`config.mk`:
```
export PLATFORM = sky130hd
export DESIGN_NAME = fpga_robots_game_tm_arbiter
export DESIGN_NICKNAME = d
export VERILOG_FILES = /design/src/rtl/fpga_robots_game_defs.sv /design/src/rtl/fpga_robots_game_tm_pick.sv /design/src/rtl/fpga_robots_game_tm_arbiter.sv
export SDC_FILE = /design/constraint.sdc
export NUM_CORES = 1
export LEC_CHECK = 0
export CORE_UTILIZATION = 42
export CTS_BUF_LIST = sky130_fd_sc_hd__clkbuf_4 sky130_fd_sc_hd__clkbuf_8
export CTS_CLUSTER_DIAMETER = 100
export DETAILED_ROUTE_END_ITERATION = 6
export GPL_TIMING_DRIVEN = 1
export PLACE_DENSITY = 0.89
export SLEW_MARGIN = 5
export SYNTH_ARGS = -nofsm -noshare
export SYNTH_HDL_FRONTEND = slang
export SYNTH_SLANG_ARGS = --single-unit
```
`constraint.sdc`:
```
create_clock -name clk -period 1.9 [get_ports clk]
set_input_delay 0.285 -clock clk [delete_from_list [all_inputs] [get_ports clk]]
set_output_delay 0.285 -clock clk [all_outputs]
set_load 0.01 [all_outputs]
```
`src/rtl/fpga_robots_game_defs.sv`:
```
// Shared tile-map constants, arbiter state encoding and wait-counter helper.
package fpga_robots_game_defs;

  localparam int unsigned TM_AW = 13;
  localparam int unsigned TM_DW = 8;
  localparam int unsigned TMA_CNT_W = 2;

  typedef enum logic [1:0] {
    TMA_IDLE  = 2'd0,
    TMA_ISSUE = 2'd1,
    TMA_WAIT  = 2'd2,
    TMA_ACK   = 2'd3
  } tma_state_e;

  // WAIT lasts rd_lat cycles, so the down-counter starts at rd_lat-1.
  function automatic logic [TMA_CNT_W-1:0] tma_wait_init(input int unsigned rd_lat);
    return TMA_CNT_W'(rd_lat - 1);
  endfunction

endpackage

```
`src/rtl/fpga_robots_game_tm_pick.sv`:
```
// Two-way grant selector; round-robin when FPGA_ROBOTS_GAME_TM_ARB_RR_EN is
// defined, otherwise requester 0 has fixed priority.
module fpga_robots_game_tm_pick (
  input  logic       req0,
  input  logic       req1,
  input  logic       last,
  output logic [1:0] gnt
);

`ifdef FPGA_ROBOTS_GAME_TM_ARB_RR_EN
  // On contention the requester not granted most recently wins.
  always_comb begin
    gnt = 2'b00;
    if (req0 && req1) begin
      gnt = last ? 2'b01 : 2'b10;
    end else begin
      gnt = {req1, req0};
    end
  end
`else
  logic unused_last;
  assign unused_last = last;

  always_comb begin
    gnt = 2'b00;
    if (req0) begin
      gnt = 2'b01;
    end else if (req1) begin
      gnt = 2'b10;
    end
  end
`endif

endmodule

```
`src/rtl/fpga_robots_game_tm_arbiter.sv`:
```
// Shares the video tile-map port between game logic (0) and host/debug (1).
// Round-robin arbitration is built when FPGA_ROBOTS_GAME_TM_ARB_RR_EN is defined.
module fpga_robots_game_tm_arbiter
  import fpga_robots_game_defs::*;
#(
  parameter int unsigned AW     = TM_AW,
  parameter int unsigned DW     = TM_DW,
  parameter int unsigned RD_LAT = 1
) (
  input  logic          clk,
  input  logic          rst,
  input  logic          rq0_req,
  input  logic [AW-1:0] rq0_adr,
  input  logic          rq0_wen,
  input  logic [DW-1:0] rq0_wdt,
  output logic          rq0_ack,
  output logic [DW-1:0] rq0_rdt,
  input  logic          rq1_req,
  input  logic [AW-1:0] rq1_adr,
  input  logic          rq1_wen,
  input  logic [DW-1:0] rq1_wdt,
  output logic          rq1_ack,
  output logic [DW-1:0] rq1_rdt,
  output logic [AW-1:0] tm_adr,
  output logic [DW-1:0] tm_wrt,
  output logic          tm_wen,
  input  logic [DW-1:0] tm_red
);

  tma_state_e           state;
  logic [TMA_CNT_W-1:0] wait_cnt;
  logic                 sel_q;
  logic                 last_c;
  logic [1:0]           gnt_c;

  fpga_robots_game_tm_pick u_pick (
    .req0 (rq0_req),
    .req1 (rq1_req),
    .last (last_c),
    .gnt  (gnt_c)
  );

`ifdef FPGA_ROBOTS_GAME_TM_ARB_RR_EN
  logic last_q;

  // Last-granted requester; reset to 1 so requester 0 wins the first tie.
  always_ff @(posedge clk) begin
    if (rst) begin
      last_q <= 1'b1;
    end else if (state == TMA_IDLE && gnt_c != 2'b00) begin
      last_q <= gnt_c[1];
    end
  end

  assign last_c = last_q;
`else
  assign last_c = 1'b1;
`endif

  // Transaction sequencer: IDLE -> ISSUE -> WAIT x RD_LAT -> ACK.
  always_ff @(posedge clk) begin
    if (rst) begin
      state    <= TMA_IDLE;
      wait_cnt <= '0;
      sel_q    <= 1'b0;
      tm_adr   <= '0;
      tm_wrt   <= '0;
      tm_wen   <= 1'b0;
      rq0_ack  <= 1'b0;
      rq1_ack  <= 1'b0;
      rq0_rdt  <= '0;
      rq1_rdt  <= '0;
    end else begin
      rq0_ack <= 1'b0;
      rq1_ack <= 1'b0;
      case (state)
        TMA_IDLE: begin
          if (gnt_c != 2'b00) begin
            sel_q <= gnt_c[1];
            if (gnt_c[1]) begin
              tm_adr <= rq1_adr;
              tm_wrt <= rq1_wdt;
              tm_wen <= rq1_wen;
            end else begin
              tm_adr <= rq0_adr;
              tm_wrt <= rq0_wdt;
              tm_wen <= rq0_wen;
            end
            state <= TMA_ISSUE;
          end
        end
        TMA_ISSUE: begin
          tm_wen   <= 1'b0;
          wait_cnt <= tma_wait_init(RD_LAT);
          state    <= TMA_WAIT;
        end
        TMA_WAIT: begin
          if (wait_cnt == '0) begin
            if (sel_q) begin
              rq1_rdt <= tm_red;
              rq1_ack <= 1'b1;
            end else begin
              rq0_rdt <= tm_red;
              rq0_ack <= 1'b1;
            end
            state <= TMA_ACK;
          end else begin
            wait_cnt <= wait_cnt - TMA_CNT_W'(1);
          end
        end
        TMA_ACK: begin
          state <= TMA_IDLE;
        end
        default: begin
          state <= TMA_IDLE;
        end
      endcase
    end
  end

endmodule

```
# == Word level (Yosys, flattened, before mapping) ==
# Cells that the tools add are included.
# W data, S select, Z words.
# classes
addsub,1
n_eq_ne,6
n_mux,14
bitwise,3
reduce_logical,12
# op_table
cell,n
$mux W13,1
$mux W2,5
$mux W8,1
$pmux W2 S4,1
$reduce_and A2 Y1,4
$ne A2 B2 Y1 const B,3
$reduce_and A3 Y1,2
$reduce_bool A2 Y1,3
$eq A2 B2 Y1 const B,2
$logic_not A2 Y1,2
$mux W1,4
$pmux W2 S2,1
$not A1 Y1,3
$reduce_or A3 Y1,1
$eq A2 B1 Y1 const B,1
$pmux W1 S2,1
$sub A2 B1 Y2 const B,1
# word_totals
reg_bits,45
out_inout_bits,40
wordCells,46

# == Longest topological paths before layout ==
# Gate-level depths: netlist of the first run.
# logic_depth
depth_word,5
mapped_depth,7

# == Modules after synthesis ==
# From an unflattened synthesis of the first run, not the netlist that was laid out.
# hier_totals
cells_unflattened,202
area_unflattened_um2,2133.3
# modules_own_cells
module,n_inst,cells_per_inst,area_each_um2,seq_area_each_um2
fpga_robots_game_tm_arbiter,1,200,2112.0,900.9
fpga_robots_game_tm_pick,1,2,21.3,0.0

# == Least setup slack after synthesis of the first run ==
# Ideal clock, no wire load.
# synth_timing
path_kind,reg2reg
start,register state[0]
end,register rq1_rdt[0]
arrival_ns,1.240
required_ns,1.772
path_slack_ns,0.532
path_stages_with_launch,6
path_buffers,0
path_cell_list,dfxtp_1 > inv_1 > ha_1 > nand3_1 > mux2i_1 > nor2_1
# synth_between
elab_chain_len,2
# synth_rtl
element,line,text
start: declaration,fpga_robots_game_tm_arbiter.sv:30,tma_state_e state;
start signal: assignment,fpga_robots_game_tm_arbiter.sv:63,state <= TMA_IDLE;
start signal: assignment,fpga_robots_game_tm_arbiter.sv:89,state <= TMA_ISSUE;
start signal: assignment,fpga_robots_game_tm_arbiter.sv:95,state <= TMA_WAIT;
$eq A2 B2 Y1,fpga_robots_game_tm_arbiter.sv:76,case (state)
$reduce_and A3 Y1 (no source line),-,
end signal: assignment,fpga_robots_game_tm_arbiter.sv:100,rq1_rdt <= tm_red;
end: declaration,fpga_robots_game_tm_arbiter.sv:23,"output logic [DW-1:0] rq1_rdt,"
# No other way between the ends.
# A chain may end at the register's enable or synchronous reset.

# == Final worst setup path of the first run ==
# Ends and elaborated chain as after synthesis.

==> flow_metrics.env, run 1 <==
export IMPL_status="finished with violations"
export IMPL_violations="design-rule violations"
export IMPL_rows=24
export IMPL_syn_area_per_cell_um2=10.2
export IMPL_fillCellCount=362
export IMPL_crit_fanout=8
export IMPL_tns_ns=0
export IMPL_drive_gt1_frac=0.0447
export IMPL_hold_depth=2
export IMPL_via_per_inst=5.06
export IMPL_cts_tree="yes"
export IMPL_path_clk_slew_ns=0.09
export IMPL_grt_max_degree=46
export IMPL_cts_hold_buf=0
export IMPL_seqCellArea_um2=901
export IMPL_dr_pass1_iters=6
export IMPL_fin_util=0.690
export IMPL_coreArea_um2=4470
export IMPL_leakagePower_nw=1.35
export IMPL_cp_top_family="simple AND/OR/NAND/NOR gates"
export IMPL_ys_seq_area_frac=0.448
export IMPL_holdCritPathClass="register to register"
export IMPL_layout_commonest_cell="clkdlybuf4s50_1"
export IMPL_min_from="wait_cnt[0]$_SDFFE_PP0P_"
export IMPL_grt_pass1_vias=1723
export IMPL_multi_input_area_um2=945
export IMPL_n_antenna_cell=0
export IMPL_clock_sinks=45
export IMPL_max_cap_violations=0
export IMPL_yosys_warnings=0
export IMPL_final_cell_mix="clkdlybuf4s50_1 (95), dfxtp_1 (45), mux2i_1 (38), nor2_1 (38), a211oi_1 (22)"
export IMPL_post_dp_hpwl_um=3440
export IMPL_fin_nets=352
export IMPL_grt_pass1_wl_um=7780
export IMPL_root_buffer="clkbuf_8"
export IMPL_grt_ovfl_total=0
export IMPL_finClkSkew_ns=0.00415
export IMPL_final_setup_viol_count=0
export IMPL_port_buffer_count=95
export IMPL_whs_ns=0.479
export IMPL_hold_viol_final=0
export IMPL_maxSlewHeadroom=0.633
export IMPL_start_util=0.450
export IMPL_cts_made_buffers=5
export IMPL_die_area_um2=5070
export IMPL_syn_to_final_growth_pct=53.4
export IMPL_cts_htree_levels=2
export IMPL_rsz0062_at_grt="no"
export IMPL_worst_setup_path_start_kind="register"
export IMPL_arrival_ns=1.83
export IMPL_place_congestion=0.771
export IMPL_finalCriticalPeriod_ns=1.64
export IMPL_io_pins=96
export IMPL_timing_critical_path_buf_inv=1
export IMPL_p_per_area_nw_per_um2=1170
export IMPL_clock_latency_ns=0.29
export IMPL_route_detailed_drc=9
export IMPL_dp_cells=335
export IMPL_vdd_drop_max_mv=0.639
export IMPL_drt_iter0_drc=80
export IMPL_worstSetupPathType="register to register"
export IMPL_regToRegStartpoint="state[0]$_SDFFE_PP0P_"
export IMPL_die_y_um=71.2
export IMPL_track_usage=0.194
export IMPL_rr_worst_depth=5
export IMPL_cpMaxStageDelayCell="nand3_1"
export IMPL_ant_nets=0
export IMPL_synthDistinctLibCells=26
export IMPL_cts_resized=0
export IMPL_end_kind="register"
export IMPL_max_freq_mhz=609
export IMPL_synth_seq_cells=45
export IMPL_slew_viol_final=0
export IMPL_stdcell_count=343
export IMPL_postCtsSetupBuffers=0
export IMPL_cp_num_cells=5
export IMPL_required_ns=2.09
export IMPL_die_x_um=71.2
export IMPL_path_cells="inv_1 -> ha_1 -> nand3_1 -> mux2i_1 -> nor2_1"
export IMPL_postSynthCellCount=198
export IMPL_worst_pin_slew_ns=0.548
export IMPL_clk_path_buf_depth=2
export IMPL_wl_per_cell_um=14.0
export IMPL_cpPeakStageDelay_ns=0.43
export IMPL_cp_startpoint="state[0]$_SDFFE_PP0P_"
export IMPL_wirelength_um=4800
export IMPL_period_share=0.864
export IMPL_syn_area_um2=2010
export IMPL_synthesis_nets=260
export IMPL_antenna_found_initial=0
export IMPL_via_count=1737
cell usage after synthesis, drive strengths merged:
cell	instances	area, um2
nand2b	4	25.0
o21a	1	7.51
a221oi	1	8.76
nor3	1	5.00
buf	8	85.1
or3	1	6.26
clkbuf	6	62.6
mux2i	38	380
nand2	2	7.51
dfxtp	45	901
nor3b	2	20.0
nand3b	2	15.0
a21oi	5	25.0
nand3	3	15.0
nor2	38	143
nor2b	3	18.8
o21ai	4	20.0
inv	5	18.8
a211oi	22	165
o211ai	1	7.51
ha	6	75.1
where the power goes:
group / leakage [nW] / internal (mW) / switching, mW
Clock: 0.0687 / 0.529 / 0.330
Combinational: 0.912 / 0.789 / 0.666
Sequential: 0.369 / 1.17 / 0.119
registers in the layout (all words and copies together), names as in the netlist:
register  cells
rq1_ack       1
sel_q         1
wait_cnt      2
rq0_rdt       8
rq1_rdt       8
tm_adr       13
state         2
tm_wen        1
tm_wrt        8
rq0_ack       1
per-layer routing:
layer | share of wire | global-route usage | up-vias | wire (um)
li1 | - | - | 880 | -
met1 | 0.39 | 0.215 | 790 | 1880
met2 | 0.51 | 0.360 | 58 | 2450
met3 | 0.085 | 0.0563 | 9 | 406
met4 | 0.013 | 0.0533 | 0 | 63
met5 | 0 | 0 | - | 0
worst register-to-register path: cells and delay by family (launching register included):
| kind | cells | cell delay, ns |
|---|---|---|
| flops | 1 | 0.33 |
| fa+ha+maj | 1 | 0.25 |
| buf+inv | 1 | 0.12 |
| mux | 1 | 0.34 |
| simple gates | 2 | 0.49 |
area by class of cell:
cell class                      instances  share of cell area
Timing Repair Buffer                   99               0.330
Multi-Input combinational cell        134               0.306
Sequential cell                        45               0.292
Clock buffer                            5              0.0223
Clock inverter                          3              0.0223
Tap cell                               52              0.0211
Inverter                                5             0.00608
logic make-up after synthesis:
kind of cell / share of synthesized area
compound gates: 0.116
fa+ha+maj: 0.0373
buf+inv: 0.0827
flops: 0.448
mux: 0.189
simple gates: 0.127
final timing paths:
path / to / slack [ns]
worst max-delay path: rq1_rdt[0]$_SDFFE_PP0P_ / 0.26
worst min-delay path: wait_cnt[0]$_SDFFE_PP0P_ / 0.48
worst max register to register: rq1_rdt[0]$_SDFFE_PP0P_ / 0.26
worst min register to register: wait_cnt[0]$_SDFFE_PP0P_ / 0.48
per-stage QoR:
stage	setup WS, ns	instance area, um2	total power, mW
after CTS	0.259	3090	3.65
after global routing	0.104	3090	3.84
after detailed placement	0.182	2950	2.78
after global placement	0.220	2950	2.73
after floorplan	0.532	2010	2.16
final	0.258	3090	3.61
(Power assumes the default switching activity.)
==> inputs of run 2 (changes only) <==
--- a/config.mk
+++ b/config.mk
@@ -5,12 +5,13 @@
 export SDC_FILE = /design/constraint.sdc
 export NUM_CORES = 1
 export LEC_CHECK = 0
+export ABC_AREA = 1
 export CORE_UTILIZATION = 42
 export CTS_BUF_LIST = sky130_fd_sc_hd__clkbuf_4 sky130_fd_sc_hd__clkbuf_8
 export CTS_CLUSTER_DIAMETER = 100
 export DETAILED_ROUTE_END_ITERATION = 6
 export GPL_TIMING_DRIVEN = 1
-export PLACE_DENSITY = 0.89
+export PLACE_DENSITY = 0.88
 export SLEW_MARGIN = 5
 export SYNTH_ARGS = -nofsm -noshare
 export SYNTH_HDL_FRONTEND = slang
==> run 2 against run 1 <==
  * The run now ends clean
  * Design area increased by 4.9%
  * Clock skew increased by 0.0043 ns
  * Via count increased by 25%
  * First-iteration DRC count decreased by 2.5%
  * Largest cell class unchanged
  * Highest routed layer unchanged
==> flow_metrics.env, run 2 <==
export IMPL_cp_top_family="simple AND/OR/NAND/NOR gates"
export IMPL_syn_area_per_cell_um2=6.59
export IMPL_synth_ff_type="dfxtp_1"
export IMPL_drt_iter0_drc=78
export IMPL_syn_area_um2=2070
export IMPL_grt_max_degree=45
export IMPL_post_dp_hpwl_um=3640
export IMPL_yosys_warnings=0
export IMPL_cts_hold_buf=0
export IMPL_dr_pass1_iters=4
export IMPL_max_freq_mhz=642
export IMPL_n_antenna_cell=0
export IMPL_cts_tree="yes"
export IMPL_async_reset_ff_frac=0
export IMPL_end_kind="register"
export IMPL_port_buffer_count=95
export IMPL_largest_register="tm_adr"
export IMPL_r2r_setup_slack_ns=0.34
export IMPL_yosys_area_top_type_share=0.435
export IMPL_tns_ns=0
export IMPL_route_detailed_drc=0
export IMPL_via_count=2176
export IMPL_finClkSkew_ns=0.00848
export IMPL_io_pins=96
export IMPL_path_clk_slew_ns=0.09
export IMPL_hold_depth=2
export IMPL_pre_cts_ws_ns=0.315
export IMPL_slew_viol_final=0
export IMPL_place_congestion=0.753
export IMPL_coreArea_um2=4720
export IMPL_die_x_um=72.2
export IMPL_cts_made_buffers=5
export IMPL_final_setup_viol_count=0
export IMPL_synthDistinctLibCells=17
export IMPL_cp_startpoint="state[0]$_SDFFE_PP0P_"
export IMPL_grt_pass1_vias=1873
export IMPL_leakagePower_nw=1.52
export IMPL_layout_commonest_cell="nor2_1"
export IMPL_postSynthCellCount=314
export IMPL_cts_resized=0
export IMPL_clock_latency_ns=0.29
export IMPL_synth_top_area_cell="dfxtp_1"
export IMPL_ys_seq_area_frac=0.435
export IMPL_min_from="tm_adr[3]$_SDFFE_PP0P_"
export IMPL_postCtsSetupBuffers=0
export IMPL_wirelength_um=5090
export IMPL_holdCritPathClass="register to register"
export IMPL_max_cap_violations=0
export IMPL_wl_per_cell_um=10.7
export IMPL_die_y_um=72.2
export IMPL_via_per_inst=4.57
export IMPL_clock_sinks=45
export IMPL_yosysMostFrequentCell="nor2_1"
export IMPL_largest_reg_flops=13
export IMPL_required_ns=2.09
export IMPL_final_cell_mix="nor2_1 (103), clkdlybuf4s50_1 (95), nand2_1 (57)"
export IMPL_syn_to_final_growth_pct=56.3
export IMPL_finalCriticalPeriod_ns=1.56
export IMPL_period_share=0.819
export IMPL_ant_nets=0
export IMPL_worst_setup_path_start_kind="register"
export IMPL_worstSetupPathType="register to register"
export IMPL_start_util=0.438
export IMPL_crit_fanout=9
export IMPL_p_per_area_nw_per_um2=1230
export IMPL_rsz0062_at_grt="no"
export IMPL_grt_pass1_wl_um=8000
export IMPL_drive_gt1_frac=0.0440
export IMPL_cpMaxStageDelayCell="dfxtp_1"
export IMPL_cp_num_cells=7
export IMPL_synthTopCellsByArea="dfxtp_1 (44%), nor2_1 (19%), nand2_1 (10%)"
export IMPL_regToRegStartpoint="state[0]$_SDFFE_PP0P_"
export IMPL_synth_seq_cells=45
export IMPL_rr_worst_depth=7
export IMPL_synth_edf_count=0
export IMPL_synthTopCellsByCount="nor2_1 (103), nand2_1 (57), dfxtp_1 (45), inv_1 (35), o21ai_0 (31)"
export IMPL_status="complete, no violations"
export IMPL_vdd_drop_max_mv=0.855
export IMPL_synthesis_nets=376
export IMPL_die_area_um2=5220
export IMPL_root_buffer="clkbuf_8"
export IMPL_rows=25
export IMPL_cpPeakStageDelay_ns=0.33
export IMPL_hold_viol_final=0
export IMPL_path_cells="inv_1 -> ha_1 -> nand2_1 -> nor2_4 -> inv_1 -> nor2_1 -> nor2_1"
export IMPL_timing_critical_path_buf_inv=2
export IMPL_antenna_found_initial=0
export IMPL_grt_ovfl_total=0
export IMPL_maxSlewHeadroom=0.697
export IMPL_worst_pin_slew_ns=0.450
export IMPL_layout_setup_ws_ns=0.344
export IMPL_fin_nets=470
export IMPL_clk_path_buf_depth=2
export IMPL_cts_htree_levels=2
export IMPL_arrival_ns=1.75
export IMPL_track_usage=0.190
export IMPL_fillCellCount=397
-- run 2: cell types whose count changed after synthesis, moves of 22 or more --
cell | before | now
inv_1 | 5 | 35
mux2i_1 | 38 | 0
o21ai_0 | 4 | 31
nand2_1 | 2 | 57
nor2_1 | 38 | 103
a211oi_1 | 22 | 0
-- run 2: per-stage QoR --
stage,instances,total power [mW],utilization,hold slack [ns],cell area [um2]
6_report,476,3.97,0.685,0.509,3240
5_1_grt,476,4.25,0.685,0.530,3240
4_1_cts,476,4.00,0.685,0.515,3240
3_5_place_dp,468,3.12,0.656,0.492,3100
3_3_place_gp,468,3.05,0.656,0.482,3100
2_1_floorplan,314,2.35,-,0.354,2070
-- run 2: kinds of logic after synthesis --
logic type | after synthesis | share of synthesized area
flip-flops | 45 | 0.435
AO/OA/AOI/OAI | 44 | 0.106
AND/OR/NAND/NOR | 171 | 0.327
adder cells (fa/ha/maj) | 6 | 0.0363
buffers and inverters | 48 | 0.0955
-- run 2: final timing paths --
kind | end
setup / recovery | rq0_rdt[4]$_SDFFE_PP0P_
hold reg to reg | tm_adr[3]$_SDFFE_PP0P_
hold / removal | tm_adr[3]$_SDFFE_PP0P_
setup reg to reg | rq0_rdt[4]$_SDFFE_PP0P_
-- run 2: final cells by class --
| class | count | area [um2] | area share |
|---|---|---|---|
| timing repair buffer | 99 | 1010 | 0.311 |
| multi-input combinational | 221 | 972 | 0.300 |
| sequential | 45 | 901 | 0.278 |
| inverter | 36 | 135 | 0.0418 |
| tap | 67 | 83.8 | 0.0259 |
| clock buffer | 5 | 68.8 | 0.0213 |
| clock inverter | 3 | 68.8 | 0.0213 |
-- run 2: power by group --
part / switching (mW) / leakage (nW) / internal, mW
clock: 0.334 / 0.0687 / 0.530
sequential: 0.151 / 0.370 / 1.22
combinational: 0.887 / 1.08 / 0.842
-- run 2: metal layers --
metal / vias up / share of wire / GRT usage
met1: 957 / 0.46 / 0.230
met4: 0 / 0.0090 / 0.0545
met5: - / 0 / 0
met2: 74 / 0.47 / 0.337
li1: 1141 / - / -
met3: 4 / 0.057 / 0.0431
-- run 2: worst min-delay path, delay by kind of cell, from the launching register on --
family             cells  cell delay, ns
DFF                    1            0.34
AOI/OAI and AO/OA      1            0.07
and+or+nand+nor        1            0.07
==> inputs of run 3 (changes only) <==
--- a/config.mk
+++ b/config.mk
@@ -6,12 +6,12 @@
 export NUM_CORES = 1
 export LEC_CHECK = 0
 export ABC_AREA = 1
-export CORE_UTILIZATION = 42
+export CORE_UTILIZATION = 38
 export CTS_BUF_LIST = sky130_fd_sc_hd__clkbuf_4 sky130_fd_sc_hd__clkbuf_8
 export CTS_CLUSTER_DIAMETER = 100
 export DETAILED_ROUTE_END_ITERATION = 6
 export GPL_TIMING_DRIVEN = 1
-export PLACE_DENSITY = 0.88
+export PLACE_DENSITY = 0.85
 export SLEW_MARGIN = 5
 export SYNTH_ARGS = -nofsm -noshare
 export SYNTH_HDL_FRONTEND = slang
==> constraint.sdc (replaced) <==
create_clock -name clk -period 1.3 [get_ports clk]
set_input_delay 0.195 -clock clk [delete_from_list [all_inputs] [get_ports clk]]
set_output_delay 0.195 -clock clk [all_outputs]
set_load 0.01 [all_outputs]
==> run 3 against run 2 <==
  * Sequential share of layout area shrank 2.1 points
  * Cell count increased by 3.8%
  * Combinational power grew 100%
  * Sequential power up 46%
  * Die area is 10% higher
  * Clock power is 2% lower
  * Largest cell class unchanged
==> flow_metrics.env, run 3 (synthesis results as in run 2) <==
export IMPL_met1Wirelength_um=2430
export IMPL_clock_latency_ns=0.29
export IMPL_p_per_area_nw_per_um2=1810
export IMPL_io_pins=96
export IMPL_place_congestion=0.790
export IMPL_stdcell_area_um2=3510
export IMPL_track_usage=0.218
export IMPL_layout_setup_ws_ns=0.0150
export IMPL_leakagePower_nw=1.77
export IMPL_finClkSkew_ns=0.00683
export IMPL_fin_nets=485
export IMPL_layout_commonest_cell="nor2_1"
export IMPL_total_power_mw=6.35
export IMPL_clk_path_buf_depth=2
export IMPL_worst_pin_slew_ns=0.249
export IMPL_cts_tree="yes"
export IMPL_max_cap_violations=0
export IMPL_coreArea_um2=5170
export IMPL_wirelength_um=6020
export IMPL_crit_fanout=14
export IMPL_worst_setup_path_start_kind="register"
export IMPL_root_buffer="clkbuf_8"
export IMPL_port_buffer_count=95
export IMPL_vdd_drop_max_mv=1.04
export IMPL_path_clk_slew_ns=0.08
export IMPL_tns_ns=0
export IMPL_sequentialPowerShare=0.317
export IMPL_final_setup_viol_count=0
export IMPL_cts_made_buffers=5
export IMPL_die_x_um=75.8
export IMPL_hold_viol_final=0
export IMPL_maxSlewHeadroom=0.832
export IMPL_wl_met3_um=448
export IMPL_syn_to_final_growth_pct=69.6
export IMPL_post_dp_hpwl_um=4010
export IMPL_met2_wirelength_um=2990
export IMPL_grt_pass1_vias=2170
export IMPL_switchingPower_mw=2.42
export IMPL_intPower_mw=3.93
export IMPL_drive_gt1_frac=0.165
export IMPL_drt_iter0_drc=88
export IMPL_rsz0062_at_grt="yes"
export IMPL_route_detailed_drc=0
export IMPL_via_count=2292
export IMPL_die_y_um=75.8
export IMPL_pwr_share_clk=0.133
export IMPL_ant_nets=0
export IMPL_status="complete, no violations"
export IMPL_cts_hold_buf=0
export IMPL_largest_register="tm_adr"
export IMPL_dr_pass1_iters=4
export IMPL_max_freq_mhz=778
export IMPL_arrival_ns=1.46
export IMPL_start_util=0.400
export IMPL_antenna_found_initial=0
export IMPL_end_kind="register"
export IMPL_rows=26
export IMPL_largest_reg_flops=13
export IMPL_grt_max_degree=45
export IMPL_finalCriticalPeriod_ns=1.28
export IMPL_dr_max_layer_used="met4"
export IMPL_die_area_um2=5750
export IMPL_place_area_um2=3200
export IMPL_required_ns=1.48
export IMPL_slew_viol_final=0
export IMPL_pre_cts_ws_ns=-0.208
export IMPL_combPwrFrac=0.550
export IMPL_worstSetupPathType="register to register"
export IMPL_cts_htree_levels=2
export IMPL_fin_util=0.679
export IMPL_wl_per_cell_um=12.2
export IMPL_period_share=0.988
export IMPL_clock_sinks=45
export IMPL_holdCritPathClass="register to register"
export IMPL_final_cell_mix="nor2_1 (94), clkdlybuf4s50_1 (55), nand2_1 (46)"
export IMPL_via_per_inst=4.64
export IMPL_grt_pass1_wl_um=9430
export IMPL_grt_ovfl_total=0
export IMPL_swShare=0.381
export IMPL_n_antenna_cell=0
## run 3: cell types whose count changed in the layout (fill, tap and decap cells not counted), sizes merged
cell           before  now
clkdlybuf4s50      95   55
dlygate4sd2         0   40
buf                 4   19
bufinv              2    0
clkinv              0    2
clkbuf              5    6
inv                37   36
## run 3: worst paths after layout
check / cells after the start / end / slack [ns] / start
setup / recovery: 8 / tm_wrt[2]$_SDFFE_PP0P_ / 0.02 / state[1]$_SDFFE_PP0P_
hold / removal: 2 / tm_wrt[6]$_SDFFE_PP0P_ / 0.49 / tm_wrt[6]$_SDFFE_PP0P_
setup reg to reg: 8 / tm_wrt[2]$_SDFFE_PP0P_ / 0.02 / state[1]$_SDFFE_PP0P_
hold reg to reg: 2 / tm_wrt[6]$_SDFFE_PP0P_ / 0.49 / tm_wrt[6]$_SDFFE_PP0P_
## run 3: cell type report
type,count,area (um2)
sequential,45,903
clock inverter,2,10.0
timing repair buffer,114,1160
multi-input combinational,221,1130
tap,70,87.6
clock buffer,6,76.3
inverter,36,143
fill,459,1660
## run 3: critical path: stages, from the launching register on
cell     delay (ns)
dfxtp_2        0.36
inv_4          0.05
ha_4           0.15
inv_2          0.06
nor2_4         0.04
buf_12         0.14
buf_16         0.14
o21ai_0        0.15
nor2_1         0.07
## run 3: stage by stage
step / hold slack [ns] / cells
2_1_floorplan: 0.264 / 314
3_3_place_gp: 0.478 / 481
3_5_place_dp: 0.486 / 481
4_1_cts: 0.498 / 494
5_1_grt: 0.503 / 494
6_report: 0.494 / 494
## run 3: repair_timing
| action | in CTS | in global routing |
|---|---|---|
| pin swaps | 1 | 25 |
| setup buffers | 3 | 0 |
| cloned | 2 | 0 |
| setup endpoints to repair | 80 | 40 |
| resized for setup | 55 | 57 |
## run 3: power by group through the flow
stage / Sequential [mW] / Combinational (mW) / Clock (mW)
2_1_floorplan: 2.16 / 1.27 / 0
3_3_place_gp: 2.01 / 2.68 / 0
3_5_place_dp: 2.01 / 2.80 / 0
4_1_cts: 1.98 / 3.07 / 0.869
5_1_grt: 2.06 / 3.85 / 0.947
6_report: 2.01 / 3.49 / 0.846
## run 3: routing by layer
metal / global-route usage / vias up
li1: - / 1175
met1: 0.243 / 1024
met2: 0.382 / 79
met3: 0.0780 / 14
met4: 0.0741 / 0
met5: 0 / -
